==> config.mk <==
export PLATFORM = sky130hd
export DESIGN_NAME = fsm_bspg_flat
export DESIGN_NICKNAME = d
export VERILOG_FILES = /design/src/rtl/fsm_bspg_if.sv /design/src/rtl/fsm_bspg.sv /design/src/flat_wrapper.sv
export SDC_FILE = /design/constraint.sdc
export NUM_CORES = 1
export LEC_CHECK = 0
export BUFFER_PORTS_ARGS = -buffer_cell sky130_fd_sc_hd__buf_4
export CAP_MARGIN = 5
export CORE_MARGIN = 5
export CORE_UTILIZATION = 55
export DETAILED_ROUTE_END_ITERATION = 12
export GPL_TIMING_DRIVEN = 1
export PLACE_DENSITY = 0.76
export SLEW_MARGIN = 10
export SYNTH_ARGS = -nofsm -noshare
export SYNTH_HDL_FRONTEND = slang
export SYNTH_SLANG_ARGS = --single-unit
==> constraint.sdc <==
create_clock -name clk -period 2.3 [get_ports clk]
set_input_delay 0.115 -clock clk [delete_from_list [all_inputs] [get_ports clk]]
set_output_delay 0.115 -clock clk [all_outputs]
set_load 0.1 [all_outputs]
==> src/rtl/fsm_bspg_if.sv <==
// fsm_bspg_if: parallel word handshake into the generator and serial bit stream out of it.
interface fsm_bspg_if #(parameter int WIDTH = 8);
    logic             in_valid;
    logic [WIDTH-1:0] in_data;
    logic             in_ready;
    logic             bit_out;
    logic             bit_valid;
    logic             word_done;
    modport master (output in_valid, in_data, input in_ready, bit_out, bit_valid, word_done);
    modport slave  (input in_valid, in_data, output in_ready, bit_out, bit_valid, word_done);
endinterface

==> src/rtl/fsm_bspg.sv <==
// fsm_bspg: serialises handshaked words MSB first with a programmable idle gap between words.
module fsm_bspg #(
    parameter int   WIDTH   = 8,
    parameter int   GAP     = 0,
    parameter logic IDLE_LV = 1'b0
) (
    input logic       clk,
    input logic       reset,
    fsm_bspg_if.slave bus
);
    localparam int CW = $clog2(WIDTH);
    typedef enum logic [1:0] {S_IDLE, S_SHIFT, S_GAP} state_t;
    state_t           state_q, state_d;
    logic [WIDTH-1:0] sh_q, sh_d;
    logic [CW-1:0]    bit_cnt_q, bit_cnt_d;
    logic [7:0]       gap_cnt_q, gap_cnt_d;
    logic             rdy_q, rdy_d, bit_q, bit_d, vld_q, vld_d, done_q, done_d;
    logic             acc;
    assign acc = bus.in_valid && rdy_q && (state_q inside {S_IDLE, S_SHIFT, S_GAP});
    // in_ready is registered, so it is raised one cycle ahead of the cycle that may accept
    always_comb begin
        state_d   = state_q;
        sh_d      = sh_q;
        bit_cnt_d = bit_cnt_q;
        gap_cnt_d = gap_cnt_q;
        rdy_d     = 1'b0;
        bit_d     = IDLE_LV;
        vld_d     = 1'b0;
        done_d    = 1'b0;
        case (state_q)
            S_IDLE: rdy_d = 1'b1;
            S_SHIFT: begin
                if (bit_cnt_q != '0) begin
                    bit_d     = sh_q[WIDTH-1];
                    sh_d      = sh_q << 1;
                    bit_cnt_d = bit_cnt_q - 1'b1;
                    vld_d     = 1'b1;
                    done_d    = bit_cnt_q == CW'(1);
                    rdy_d     = done_d && (GAP == 0);
                end else if (GAP > 0) begin
                    state_d   = S_GAP;
                    gap_cnt_d = 8'(GAP - 1);
                    rdy_d     = GAP == 1;
                end else begin
                    state_d = S_IDLE;
                    rdy_d   = 1'b1;
                end
            end
            S_GAP: begin
                state_d   = gap_cnt_q == '0 ? S_IDLE : S_GAP;
                gap_cnt_d = gap_cnt_q == '0 ? gap_cnt_q : gap_cnt_q - 8'd1;
                rdy_d     = gap_cnt_q <= 8'd1;
            end
            default: begin
                state_d   = S_IDLE;
                sh_d      = '0;
                bit_cnt_d = '0;
                gap_cnt_d = '0;
            end
        endcase
        if (acc) begin
            state_d   = S_SHIFT;
            bit_d     = bus.in_data[WIDTH-1];
            sh_d      = bus.in_data << 1;
            bit_cnt_d = CW'(WIDTH - 1);
            vld_d     = 1'b1;
            done_d    = 1'b0;
            rdy_d     = 1'b0;
        end
    end
    always_ff @(posedge clk or negedge reset) begin
        if (!reset) begin
            state_q   <= S_IDLE;
            sh_q      <= '0;
            bit_cnt_q <= '0;
            gap_cnt_q <= '0;
            rdy_q     <= 1'b0;
            bit_q     <= IDLE_LV;
            vld_q     <= 1'b0;
            done_q    <= 1'b0;
        end else begin
            state_q   <= state_d;
            sh_q      <= sh_d;
            bit_cnt_q <= bit_cnt_d;
            gap_cnt_q <= gap_cnt_d;
            rdy_q     <= rdy_d;
            bit_q     <= bit_d;
            vld_q     <= vld_d;
            done_q    <= done_d;
        end
    end
    assign bus.in_ready  = rdy_q;
    assign bus.bit_out   = bit_q;
    assign bus.bit_valid = vld_q;
    assign bus.word_done = done_q;
endmodule

==> src/flat_wrapper.sv <==
// flat-port wrapper written by rule: the top's interface ports become plain ports
module fsm_bspg_flat 
#(
    parameter int   WIDTH   = 8,
    parameter int   GAP     = 0,
    parameter logic IDLE_LV = 1'b0
)
  (clk, reset, bus_in_valid, bus_in_data, bus_in_ready, bus_bit_out, bus_bit_valid, bus_word_done);
  fsm_bspg_if #(.WIDTH(WIDTH)) bus_i ();
  input logic clk;
  input logic reset;
  input wire logic [$bits(bus_i.in_valid)-1:0] bus_in_valid;
  input wire logic [$bits(bus_i.in_data)-1:0] bus_in_data;
  output wire logic [$bits(bus_i.in_ready)-1:0] bus_in_ready;
  output wire logic [$bits(bus_i.bit_out)-1:0] bus_bit_out;
  output wire logic [$bits(bus_i.bit_valid)-1:0] bus_bit_valid;
  output wire logic [$bits(bus_i.word_done)-1:0] bus_word_done;
  assign bus_i.in_valid = bus_in_valid;
  assign bus_i.in_data = bus_in_data;
  assign bus_in_ready = bus_i.in_ready;
  assign bus_bit_out = bus_i.bit_out;
  assign bus_bit_valid = bus_i.bit_valid;
  assign bus_word_done = bus_i.word_done;
  fsm_bspg #(.WIDTH(WIDTH), .GAP(GAP), .IDLE_LV(IDLE_LV)) u_core (.clk(clk), .reset(reset), .bus(bus_i));
endmodule
==> reports/results.txt <==
Status = finished, final reports clean
Drt initial violations = 27
Internal power = 0.850 mW
Final Max Slew Viols = 0
RSZ-0062 raised after global routing = no
Diode count = 0
Fin crit share = 0.833
Die area = 3370 µm²
Initial antenna violation count = 0
DR pass1 iterations = 4
Slowest CP cell = or3b_2
Pre-CTS WS = 443 ps
Actual slew at the worst max-slew pin = 682 ps
Post-synth ARST share = 1.00
Final worst slack = 385 ps
Die Y-Extent = 58.1 µm
# clock sinks = 24
Die X = 58.1 µm
Clk_skew = 1.46 ps
Setup_tns = 0 ps
Clock power frac = 0.147
IO Pins = 15
Clock Tree Buf Depth = 2
Hold EP = u_core.bus.bit_out
Final setup violation count = 0
# nets final = 172
Crit-path cells = inv_1 > ha_1 > or3b_2 > a21oi_1 > a22oi_1 > nand2_1
Mapped Cells = 132
Clock Tree Root = clkbuf_4
Routed Antenna Nets = 0
Power share of the combinational group = 0.436
Worst VDD drop = 0.534 mV
Crit path required time = 2560 ps
Reg2reg setup slack = 390 ps
Post-DP HPWL = 1810 µm
Total core area = 2210 µm²
Seq pwr share = 0.418
Setup Crit Path Kind = reg -> reg
CP Data Arrival Time = 2170 ps
Cell area after synthesis = 1270 µm²
DR WL/cell = 14.2 µm
P_leak = 0.734 nW
Sequential Area = 601 µm²
Dpl cell area = 1390 µm²
Post-Syn Area per Cell = 9.63 µm²
Num CTS Buffers = 3
Vias per inst = 5.82
Sw power = 0.637 mW
EDFF count, synth = 0
Design area = 1510 µm²
CTS tree = done
CP Launch Type = register
Syn nets = 149
Top FF cell, synth = dfrtp_1
Min-Delay Path Depth = 3
Sequential fraction of the synthesis area = 0.472
GPL Wtd Cong = 0.903
Area Growth Syn to Fin = 18.7%
Vias = 1,060
Vias in the first global route = 1,033
Final Hold Viols = 0
Crit path max fanout = 6
Layout fillers = 179
Net Sw Frac = 0.428
Clk slew on worst S/H paths = 130 ps
CP peak stage delay = 470 ps
Worst R2R Start = u_core.bit_cnt_q[0]
Crit. End Element = register
PortBufs = 14
Relative max-transition margin = 0.545
Pwr per Cell Area = 985 nW/µm²
Layout cells sized above 1 = 0.149
Yosys reg bits = 24
CTS H-tree depth = 1
Largest net degree at the start of global routing = 25
Starting Density = 0.575
GRT overflow = 0
Yosys cell types = 37
WL final = 2580 µm
Synthesis Warnings = 0
Final min period = 1910 ps
FMAX = 0.522 GHz
Cell row count = 17
Min-delay src = bus_in_data[7]
Global-route wire length before repair = 4620 µm
FF-to-FF path depth = 6
RR Endpoint = u_core.sh_q[2]
Tightest Hold Check Type = in -> reg
Clk_lat worst skew = 310 ps
Post-route DRC = 0
Area of the multi-input gates = 618 µm²
GRT Util Overall = 0.179
Maxcap violations = 0
## through the flow
step	hold slack, ps	total power, mW	utilization	std cells
floorplan	-181	1.12	-	132
global placement	28.4	1.24	0.630	170
detailed placement	29.8	1.26	0.630	170
CTS	75.6	1.49	0.682	182
global route	111	1.61	0.682	182
finish	87.8	1.49	0.682	182
## flip-flops by register name, indices dropped and copies added, names as in the netlist
| signal | flops |
|---|---|
| u_core.gap_cnt_q | 8 |
| u_core.sh_q | 7 |
| u_core.bit_cnt_q | 3 |
| u_core.state_q | 2 |
| u_core.bus.bit_out | 1 |
| u_core.bus.bit_valid | 1 |
| u_core.bus.in_ready | 1 |
| u_core.bus.word_done | 1 |
## cell usage after synthesis, drive strengths merged, types with 3 or more instances
master / count / area, µm²
a21oi: 5 / 25.0
a22oi: 9 / 67.6
clkbuf: 4 / 15.0
dfrtp: 24 / 601
ha: 6 / 75.1
inv: 7 / 26.3
nand2: 22 / 82.6
nand2b: 3 / 18.8
nor2: 8 / 30.0
nor3: 5 / 25.0
o21ai: 6 / 37.5
o22ai: 3 / 18.8
o2bb2ai: 4 / 35.0
## cell usage in the layout, fill, tap and decap left out, drive strengths merged, types with 2 or more instances in the layout
master / instances
dlygate4sd3: 8
o22ai: 3
clkbuf: 4
nor3: 5
xnor2: 2
a22oi: 9
nand2b: 3
nand2: 22
dfrtp: 24
buf: 15
a21oi: 5
ha: 6
or3: 2
inv: 7
o2bb2ai: 4
a31oi: 2
o21ai: 6
nor2: 8
## layer usage
layer / wire length (µm) / up-vias / GRT usage
met5: 0 / - / 0
met4: 66 / 0 / 0.103
met3: 96 / 8 / 0.0379
met2: 1250 / 23 / 0.268
met1: 1170 / 508 / 0.237
li1: - / 521 / -
## worst max path at each step
stage                         from             end  slack, ps  depth (start not counted)
2_1_floorplan  u_core.bus.in_ready  u_core.sh_q[2]        360                          5
3_3_place_gp   u_core.bit_cnt_q[0]  u_core.sh_q[2]        470                          6
3_5_place_dp   u_core.bit_cnt_q[0]  u_core.sh_q[2]        440                          6
4_1_cts        u_core.bit_cnt_q[0]  u_core.sh_q[2]        410                          6
5_1_grt        u_core.bit_cnt_q[0]  u_core.sh_q[2]        260                          6
6_report       u_core.bit_cnt_q[0]  u_core.sh_q[2]        390                          6
## critical path: cells and delay by family (launching register included)
kind / cells / cell delay [ps]
flops: 1 / 410
simple gates: 2 / 570
fa+ha+maj: 1 / 220
compound gates: 2 / 540
buf+inv: 1 / 120
## area by class of cell
cell class / count / area share
Clock buffer: 4 / 0.0240
Inverter: 7 / 0.0174
Multi-Input combinational cell: 96 / 0.410
Sequential cell: 24 / 0.398
Tap cell: 28 / 0.0232
Timing Repair Buffer: 23 / 0.128
## what timing repair did
action	in CTS	in global routing
gates resized for setup	0	0
setup endpoints to repair	0	0
endpoints found under the hold margin	31	0
hold buffers	8	0
setup buffers	0	0
## kinds of logic after synthesis
| logic type | Yosys count | synth area share |
|---|---|---|
| xor gates and xnor gates | 2 | 0.0138 |
| and+or+nand+nor | 48 | 0.185 |
| AOI/OAI and AO/OA | 40 | 0.228 |
| buffers and inverters | 12 | 0.0413 |
| adders and majority gates | 6 | 0.0591 |
| DFF | 24 | 0.472 |
## power by group through the flow
stage	sequential, mW	clock [mW]	combinational (mW)
floorplan	0.769	0	0.355
global placement	0.624	0	0.616
detailed placement	0.627	0	0.634
CTS	0.618	0.229	0.647
global route	0.636	0.254	0.719
finish	0.621	0.218	0.648
No activity file was read; power rests on OpenSTA's default activity.
